[src/rtl/reservation_station_if.sv]
// Handshake and data bundle between decode/forwarding/execute and the reservation station.
// The master modport drives everything the station consumes; the slave modport is the station itself.
interface reservation_station_if #(
    parameter int CNT_W = 3
);
    logic             flush;
    logic             in_valid;
    logic             in_ready;
    logic [115:0]     in_inst;
    logic [4:0]       in_rs1_tag;
    logic [4:0]       in_rs2_tag;
    logic             fwd_valid;
    logic [4:0]       fwd_addr;
    logic [31:0]      fwd_data;
    logic             issue_valid;
    logic             issue_ready;
    logic [31:0]      issue_aluin1;
    logic [31:0]      issue_aluin2;
    logic [31:0]      issue_memdata;
    logic [12:0]      issue_ctrl;
    logic [4:0]       issue_rd;
    logic [CNT_W-1:0] count;

    modport master (
        output flush, in_valid, in_inst, in_rs1_tag, in_rs2_tag,
               fwd_valid, fwd_addr, fwd_data, issue_ready,
        input  in_ready, issue_valid, issue_aluin1, issue_aluin2,
               issue_memdata, issue_ctrl, issue_rd, count
    );

    modport slave (
        input  flush, in_valid, in_inst, in_rs1_tag, in_rs2_tag,
               fwd_valid, fwd_addr, fwd_data, issue_ready,
        output in_ready, issue_valid, issue_aluin1, issue_aluin2,
               issue_memdata, issue_ctrl, issue_rd, count
    );
endinterface

[src/rtl/reservation_station.sv]
// Age-ordered compacting reservation station: holds waiting instructions, wakes them from the forwarding bus, issues oldest ready.
// Issue one cycle after enqueue/wakeup; in_ready depends only on registered occupancy, never on issue_ready.
module reservation_station #(
    parameter int DEPTH = 4,
    parameter int CNT_W = 3
) (
    input  logic                  clk,
    input  logic                  rst_n,
    reservation_station_if.slave  bus
);
    localparam int IDX_W = $clog2(DEPTH);

    typedef struct packed {
        logic [31:0] memdata;
        logic [12:0] ctrl;
        logic [31:0] rs2_vt;
        logic        s2_valid;
        logic [31:0] rs1_vt;
        logic        s1_valid;
        logic [4:0]  rd;
    } pkt_t;

    typedef struct packed {
        logic       vld;
        pkt_t       pkt;
        logic [4:0] tag1;
        logic [4:0] tag2;
    } ent_t;

    ent_t             ent_q [DEPTH];
    ent_t             ent_d [DEPTH];
    ent_t             ext   [DEPTH+1];
    ent_t             enq_ent;
    ent_t             src;
    logic [CNT_W-1:0] count_q, count_d;
    logic [CNT_W-1:0] wr_pos;
    logic [DEPTH-1:0] rdy;
    logic [IDX_W-1:0] sel;
    logic             enq_fire, issue_fire;
    pkt_t             sel_pkt;

    // Stores keep their immediate in rs2_vt, so only memdata takes the forwarded value.
    function automatic ent_t wake(input ent_t e, input logic fv,
                                  input logic [4:0] fa, input logic [31:0] fd);
        ent_t r;
        r = e;
        if (fv && fa != 5'd0) begin
            if (!r.pkt.s1_valid && r.tag1 == fa) begin
                r.pkt.rs1_vt   = fd;
                r.pkt.s1_valid = 1'b1;
            end
            if (!r.pkt.s2_valid && r.tag2 == fa) begin
                r.pkt.memdata = fd;
                if (!r.pkt.ctrl[6])
                    r.pkt.rs2_vt = fd;
                r.pkt.s2_valid = 1'b1;
            end
        end
        return r;
    endfunction

    always_comb begin
        rdy = '0;
        sel = '0;
        for (int i = 0; i < DEPTH; i++)
            rdy[i] = ent_q[i].vld & ent_q[i].pkt.s1_valid & ent_q[i].pkt.s2_valid;
        for (int i = DEPTH - 1; i >= 0; i--)
            if (rdy[i])
                sel = IDX_W'(i);
    end

    always_comb begin
        sel_pkt = ent_q[sel].pkt;
        if (rdy == '0)
            sel_pkt = '0;
    end

    assign bus.issue_valid   = |rdy;
    assign bus.issue_aluin1  = sel_pkt.rs1_vt;
    assign bus.issue_aluin2  = sel_pkt.rs2_vt;
    assign bus.issue_memdata = sel_pkt.memdata;
    assign bus.issue_ctrl    = sel_pkt.ctrl;
    assign bus.issue_rd      = sel_pkt.rd;
    assign bus.in_ready      = (count_q < CNT_W'(DEPTH));
    assign bus.count         = count_q;

    assign enq_fire   = bus.in_valid & bus.in_ready & ~bus.flush;
    assign issue_fire = bus.issue_valid & bus.issue_ready & ~bus.flush;

    always_comb begin
        enq_ent = wake({1'b1, pkt_t'(bus.in_inst), bus.in_rs1_tag, bus.in_rs2_tag},
                       bus.fwd_valid, bus.fwd_addr, bus.fwd_data);
        wr_pos  = count_q - CNT_W'(issue_fire);
        for (int i = 0; i < DEPTH; i++)
            ext[i] = ent_q[i];
        ext[DEPTH] = '0;
        src = '0;
        for (int i = 0; i < DEPTH; i++) begin
            // Entries at and above the issued slot slide down one place.
            if (issue_fire && i >= int'(sel))
                src = ext[i+1];
            else
                src = ext[i];
            ent_d[i] = wake(src, bus.fwd_valid, bus.fwd_addr, bus.fwd_data);
            if (enq_fire && CNT_W'(i) == wr_pos)
                ent_d[i] = enq_ent;
            if (bus.flush)
                ent_d[i].vld = 1'b0;
        end
        if (bus.flush)
            count_d = '0;
        else
            count_d = count_q + CNT_W'(enq_fire) - CNT_W'(issue_fire);
    end

    always_ff @(posedge clk or negedge rst_n) begin
        if (!rst_n) begin
            count_q <= '0;
            for (int i = 0; i < DEPTH; i++)
                ent_q[i] <= '0;
        end else begin
            count_q <= count_d;
            for (int i = 0; i < DEPTH; i++)
                ent_q[i] <= ent_d[i];
        end
    end
endmodule

[src/flat_wrapper.sv]
// flat-port wrapper written by rule: the top's interface ports become plain ports
module reservation_station_flat 
#(
    parameter int DEPTH = 4,
    parameter int CNT_W = 3
)
  (clk, rst_n, bus_flush, bus_in_valid, bus_in_inst, bus_in_rs1_tag, bus_in_rs2_tag, bus_fwd_valid, bus_fwd_addr, bus_fwd_data, bus_issue_ready, bus_in_ready, bus_issue_valid, bus_issue_aluin1, bus_issue_aluin2, bus_issue_memdata, bus_issue_ctrl, bus_issue_rd, bus_count);
  reservation_station_if #(.CNT_W(CNT_W)) bus_i ();
  input  logic clk;
  input  logic rst_n;
  input wire logic [$bits(bus_i.flush)-1:0] bus_flush;
  input wire logic [$bits(bus_i.in_valid)-1:0] bus_in_valid;
  input wire logic [$bits(bus_i.in_inst)-1:0] bus_in_inst;
  input wire logic [$bits(bus_i.in_rs1_tag)-1:0] bus_in_rs1_tag;
  input wire logic [$bits(bus_i.in_rs2_tag)-1:0] bus_in_rs2_tag;
  input wire logic [$bits(bus_i.fwd_valid)-1:0] bus_fwd_valid;
  input wire logic [$bits(bus_i.fwd_addr)-1:0] bus_fwd_addr;
  input wire logic [$bits(bus_i.fwd_data)-1:0] bus_fwd_data;
  input wire logic [$bits(bus_i.issue_ready)-1:0] bus_issue_ready;
  output wire logic [$bits(bus_i.in_ready)-1:0] bus_in_ready;
  output wire logic [$bits(bus_i.issue_valid)-1:0] bus_issue_valid;
  output wire logic [$bits(bus_i.issue_aluin1)-1:0] bus_issue_aluin1;
  output wire logic [$bits(bus_i.issue_aluin2)-1:0] bus_issue_aluin2;
  output wire logic [$bits(bus_i.issue_memdata)-1:0] bus_issue_memdata;
  output wire logic [$bits(bus_i.issue_ctrl)-1:0] bus_issue_ctrl;
  output wire logic [$bits(bus_i.issue_rd)-1:0] bus_issue_rd;
  output wire logic [$bits(bus_i.count)-1:0] bus_count;
  assign bus_i.flush = bus_flush;
  assign bus_i.in_valid = bus_in_valid;
  assign bus_i.in_inst = bus_in_inst;
  assign bus_i.in_rs1_tag = bus_in_rs1_tag;
  assign bus_i.in_rs2_tag = bus_in_rs2_tag;
  assign bus_i.fwd_valid = bus_fwd_valid;
  assign bus_i.fwd_addr = bus_fwd_addr;
  assign bus_i.fwd_data = bus_fwd_data;
  assign bus_i.issue_ready = bus_issue_ready;
  assign bus_in_ready = bus_i.in_ready;
  assign bus_issue_valid = bus_i.issue_valid;
  assign bus_issue_aluin1 = bus_i.issue_aluin1;
  assign bus_issue_aluin2 = bus_i.issue_aluin2;
  assign bus_issue_memdata = bus_i.issue_memdata;
  assign bus_issue_ctrl = bus_i.issue_ctrl;
  assign bus_issue_rd = bus_i.issue_rd;
  assign bus_count = bus_i.count;
  reservation_station #(.DEPTH(DEPTH), .CNT_W(CNT_W)) u_core (.clk(clk), .rst_n(rst_n), .bus(bus_i));
endmodule
[config.mk]
export PLATFORM = sky130hd
export DESIGN_NAME = reservation_station_flat
export DESIGN_NICKNAME = d
export VERILOG_FILES = /design/src/rtl/reservation_station_if.sv /design/src/rtl/reservation_station.sv /design/src/flat_wrapper.sv
export SDC_FILE = /design/constraint.sdc
export NUM_CORES = 2
export LEC_CHECK = 0
export CAP_MARGIN = 20
export CORE_MARGIN = 2
export CORE_UTILIZATION = 53
export CTS_CLUSTER_SIZE = 14
export DETAILED_ROUTE_END_ITERATION = 10
export GPL_ROUTABILITY_DRIVEN = 0
export PLACE_DENSITY = 0.74
export SLEW_MARGIN = 25
export SYNTH_ARGS = -nofsm -noshare
export SYNTH_HDL_FRONTEND = slang
export SYNTH_SLANG_ARGS = --single-unit
[constraint.sdc]
create_clock -name clk -period 3.5 [get_ports clk]
set_input_delay 0.7 -clock clk [delete_from_list [all_inputs] [get_ports clk]]
set_output_delay 0.7 -clock clk [all_outputs]
set_load 0.02 [all_outputs]
After elaboration in Yosys (flattened, before gate mapping)
Cells that the tools add are included.
{ "word_totals": {"output_inout_bits": 119, "input_bits": 169, "regBits": 511, "word_cells": 171} }
{ "op_classes": {"bitwise": 14, "mux": 51, "n_reduce_logical": 40, "n_eq_ne": 13, "n_addsub": 3, "order_cmp": 5} }
{ "ops": {"columns": ["cell", "count"], "rows": [
  ["127-bit two-way mux", 8],
  ["32-bit two-way mux", 15],
  ["33-bit two-way mux", 10],
  ["66-bit two-way mux", 5],
  ["127-bit binary-select mux with 2-bit select", 1],
  ["126-bit two-way mux", 2],
  ["116-bit two-way mux", 1],
  ["5-bit equality test", 10],
  ["1-bit logical AND", 18],
  ["1-bit AND", 12],
  ["3-bit nonzero test", 4],
  ["1-bit logical NOT", 10],
  ["2-bit two-way mux", 4],
  ["2-bit nonzero test", 4],
  ["2-bit by 3-bit equality test with 1-bit output (first input constant)", 2],
  ["3-bit by 1-bit subtractor with 3-bit output", 2],
  ["5-bit nonzero test", 1],
  ["1-bit by 2-bit >= comparator with 1-bit output (first input constant)", 2],
  ["4-bit logical NOT", 1],
  ["1-bit two-way mux", 4],
  ["4-bit OR reduction", 1],
  ["3-bit by 1-bit adder with 3-bit output", 1],
  ["1-bit by 3-bit equality test with 1-bit output (first input constant)", 1],
  ["3-bit >= comparator (second input constant)", 1],
  ["6 further kinds", 6]
]} }

Depth between registers and ports, before layout
{ "logic_depth": {"word_depth": 15, "mapped_depth": 17, "ltp_nobuf": 11} }

Worst setup path after synthesis
Ideal clock, no wire load.
{ "synth_timing": {"path_kind": "input-to-reg", "start": "in bus_flush", "end": "reg u_core.ent_q[301] (netlist bit)", "setup_slack_ps": 35, "setup_ps": 104, "path_buffers": 4, "required_time_ps": 3396, "stages": 14, "arrival_time_ps": 3361, "path_cell_list": "buf_2 -> nor2b_1 -> buf_4 -> o41ai_2 -> inv_1 -> ha_1 -> inv_1 -> ha_1 -> clkbuf_1 -> or3_1 -> and2_1 -> a32o_1 -> buf_4 -> a221oi_1"} }
{ "synth_rtl": {"columns": ["element", "line_no", "text"], "rows": [
  ["start, declared", "flat_wrapper.sv:11", "input wire logic [$bits(bus_i.flush)-1:0] bus_flush;"],
  ["end signal, assigned by index", "reservation_station.sv:124", "ent_q[i] <= ent_d[i];"],
  ["end, declared", "reservation_station.sv:30", "ent_t ent_q [DEPTH];"]
]} }

Worst setup path in the final report
{ "layout_timing": {"start": "reg u_core.ent_q[15] (netlist bit)", "end": "out bus_issue_aluin2[3]"} }
{ "layout_via": {"elab_chain_cells": 11, "elab_cells_between_ends": 12, "classes_between": "8 x mux; 3 x bitwise; 1 x reduce/logical"} }
{ "layout_rtl": {"columns": ["element", "line_no", "text"], "rows": [
  ["1-bit AND * (2 in a row)", "reservation_station.sv:66", "rdy[i] = ent_q[i].vld & ent_q[i].pkt.s1_valid & ent_q[i].pkt.s2_valid;"],
  ["2-bit two-way mux (4 in a row)", "reservation_station.sv:68", "if (rdy[i])"],
  ["2-bit inverter with 3-bit output (implied by the code)", "reservation_station.sv:73", "sel_pkt = ent_q[sel].pkt;"],
  ["127-bit binary-select mux with 2-bit select", "reservation_station.sv:73", null],
  ["126-bit two-way mux (implied by the code) (2 in a row)", "reservation_station.sv:73", null],
  ["116-bit two-way mux *", "reservation_station.sv:74", "if (rdy == '0)"],
  ["end, declared", "flat_wrapper.sv:23", "output wire logic [$bits(bus_i.issue_aluin2)-1:0] bus_issue_aluin2;"]
]} }
Every way passes the cells marked *; elsewhere a longest branch is shown, timed or not. The select of a mux whose other input is x is not followed.

==> reports/summary.txt <==
outcome: finished, violations left
failing checks: setup timing
first drt pass iteration count: 10
post-synthesis xor/xnor area fraction: 1.12%
#FFs+latches synth: 511
compound-cell area share of the yosys netlist: 19.6%
static leakage: 17.8 nW
Synthesized Nets: 3502
num rows: 90
Mean Syn Cell Area: 9.64 um2
CTS Root Cell: clkbuf_16
max-slew violations: 0
clk_skew: 23.7 ps
CTS Hold Bufs: 0
worst min-delay path category: primary input to async pin
Fill cells: 4444
Worst setup SP type: register
# H-tree levels: 2
Yosys cell types: 77
layout cells sized above 1: 25.0%
first-pass GRT wire length: 196000 um
Die Span X: 250 um
Worst setup EP type: primary output
Worst VDD drop: 0.438 mV
Setup CP Type: register to primary output
FMAX: 277 MHz
I/O Pins: 288
Rel. slew slack: 32.0%
fin area: 0.0407 mm2
clock slew at reported path FFs: 60 ps
Main synth FF type: dfrtp_1
synth warn: 0
Area Growth Syn to Fin: 26.8%
P per Cell Area: 711 mW/mm2
final setup fails: 57
core footprint: 0.0601 mm2
final hold violations: 0
clock latency at the later pin of the worst-skew pair: 650 ps
Max Cap Viol: 0
number of global-route vias before repair: 32.8k
pin count of the biggest net entering global routing: 86
largest family of logic cells by synthesized area: compound AO/OA/AOI/OAI gates
Min Hold Slack: 109 ps
Worst EP required: 2800 ps
CTS tree: yes
Die H: 250 um
Post-synth EDFFs: 0
Die Footprint: 0.0625 mm2
initial antenna violation count: 4
clk sinks: 511
number of port buffers: 287
post-synthesis async set-or-reset flop share: 100%
part of the cycle the worst path needs: 103%
# DRC: 0
Initial Util: 53.3%
cts bufs inserted: 57
Longest Clk Path Bufs: 3
final net count: 3847
worst slew pin tran: 1020 ps
Total Routed Length: 132000 um
Post-Syn Instances: 3328
Seq/Total Area, Yosys: 39.9%
vias per cell: 7.28
Adder-Cell Fraction of Synth Area: 0.218%
crit path max fanout: 8
post-route ant nets: 0
DP Wirelength: 81500 um
RSZ-0062 raised after global routing: yes
overall routing resource usage: 40.6%
PnR worst setup slack: -104 ps
dpl cell area: 0.0378 mm2
mux contribution to synthesized area: 15.4%
post-synthesis simple-gate area fraction: 18.4%
via count: 32.8k
remaining global-route overflow: 0
WL/cell: 29.4 um
WP data arrival: 2900 ps
DRT iter0 DRCs: 5709
Synth Cell Area: 0.0321 mm2
crit path time final: 3600 ps
Total Power: 0.0289 W
## metal layers
metal | up-vias | share of wire (%) | global-route usage (%) | wire, um
met5 | - | 0.0076 | 0 | 10
met4 | 2 | 5.9 | 22.9 | 7860
met3 | 692 | 15 | 14.7 | 20100
met2 | 3021 | 43 | 59.9 | 57200
met1 | 16000 | 36 | 51.8 | 47000
li1 | 13100 | - | - | -
## final cells by class
type	instances	area [um2]	area share [%]
multi-input cells	2420	18000	44.3
well taps	782	978	2.41
inverters	45	169	0.416
repair buffers	638	6560	16.1
diodes	3	7.51	0.0185
clock buffers	75	1640	4.02
flip-flops and latches	511	12800	31.5
clock inverters	26	485	1.19
## cells by family after synthesis
| kind of cell | count (synthesis) |
|---|---|
| AOI/OAI and AO/OA | 736 |
| and+or+nand+nor | 1293 |
| buffers and inverters | 397 |
| xor gates and xnor gates | 41 |
| adders and majority gates | 5 |
| muxes | 345 |
| DFF | 511 |
## stage by stage
step | worst slack [ps] | std cells | setup TNS, ps | utilization [%]
after global placement | -345 | 4336 | -81130 | 62.9
after detailed placement | -349 | 4336 | -74350 | 62.9
after global routing | -114 | 4499 | -2580 | 67.6
after CTS | -82.0 | 4479 | -1100 | 66.9
final | -104 | 4500 | -1830 | 67.6
after floorplan | 34.9 | 3328 | 0 | -
## layout by cell type, fill, tap and decap left out, types with 30 or more instances in the layout
master,n
dfrtp_1,509
nand2_1,474
nor2_1,367
buf_4,232
mux2i_1,171
clkdlybuf4s50_1,171
and2_1,120
mux4_2,114
a31oi_1,107
a221o_1,96
buf_12,83
buf_2,76
nand3_1,74
a221oi_2,70
nand4_1,68
a21oi_1,65
o22ai_1,64
clkbuf_16,62
mux2_2,60
a221oi_1,56
o21ai_0,48
buf_6,47
and3_1,44
inv_1,44
o211ai_1,35
o221a_2,34
o311a_1,32
or3_1,32
o221a_1,30
## power breakdown
| group | internal [W] | switching, W | leakage [nW] |
|---|---|---|---|
| combinational | 0.00561 | 0.00558 | 10.5 |
| sequential | 0.00854 | 0.00223 | 6.27 |
| clock | 0.00423 | 0.00271 | 1.05 |
## sequential cells by signal (all words and copies together) (netlist names)
register,cells
u_core.ent_q,508
u_core.bus.count,3
## synth_stat cells (8+ instances only)
cell type  number  share of area [%]
o221a_1        30                1.1
mux2_2         60                2.1
a21oi_1        67                1.0
clkbuf_1      253                3.0
o311a_1        32                1.0
buf_4          12               0.28
nand2_1       478                5.6
a31oi_1       110                2.1
mux4_2        114                8.0
buf_2          56               0.87
nor3_1         10               0.16
a221oi_1       58                1.6
o22ai_1        67                1.3
a211oi_1        8               0.19
and3_1         48               0.94
a221o_1        96                3.0
a32oi_1        26               0.71
o21ai_0        48               0.75
o221a_2        34                1.2
nor2b_1        21               0.41
dfrtp_1       511                 40
a221oi_2       70                3.3
nand3_1        80                1.2
mux2i_1       171                5.3
xor2_1         17               0.46
o211ai_1       35               0.82
nor2_1        374                4.4
xnor2_1        24               0.66
and2_1        148                2.9
buf_6          13               0.46
inv_1          45               0.53
nand4_1        68                1.3
or3_1          34               0.66
buf_1          18               0.21
## critical path, cell delays in order (launching register included)
cell and delay [ps]:
dfrtp_1 450, nand3_4 150, a21oi_4 200, buf_6 150
buf_12 180, buf_12 140, buf_6 90, mux4_2 570
and2_4 200, buf_6 120
## worst paths after layout
check,from,to,slack [ps],depth (start not counted)
worst max-delay path,u_core.ent_q[15],bus_issue_aluin2[3],-100,9
worst min-delay path,rst_n,u_core.ent_q[80],110,1
worst max register to register,u_core.ent_q[380],u_core.ent_q[449],100,14
worst min register to register,u_core.ent_q[14],u_core.ent_q[14],530,2
max in group asynchronous,rst_n,u_core.ent_q[349],2490,2
min in group clk,u_core.ent_q[14],u_core.ent_q[14],530,2
## repair_timing
| action | CTS | global route |
|---|---|---|
| endpoints found under the setup margin | 115 | 332 |
| pin swaps | 4 | 12 |
| gates cloned | 7 | 4 |
| buffers inserted | 36 | 20 |
| gates resized for setup | 508 | 92 |
Note: power is estimated with default switching activity, not from simulation.
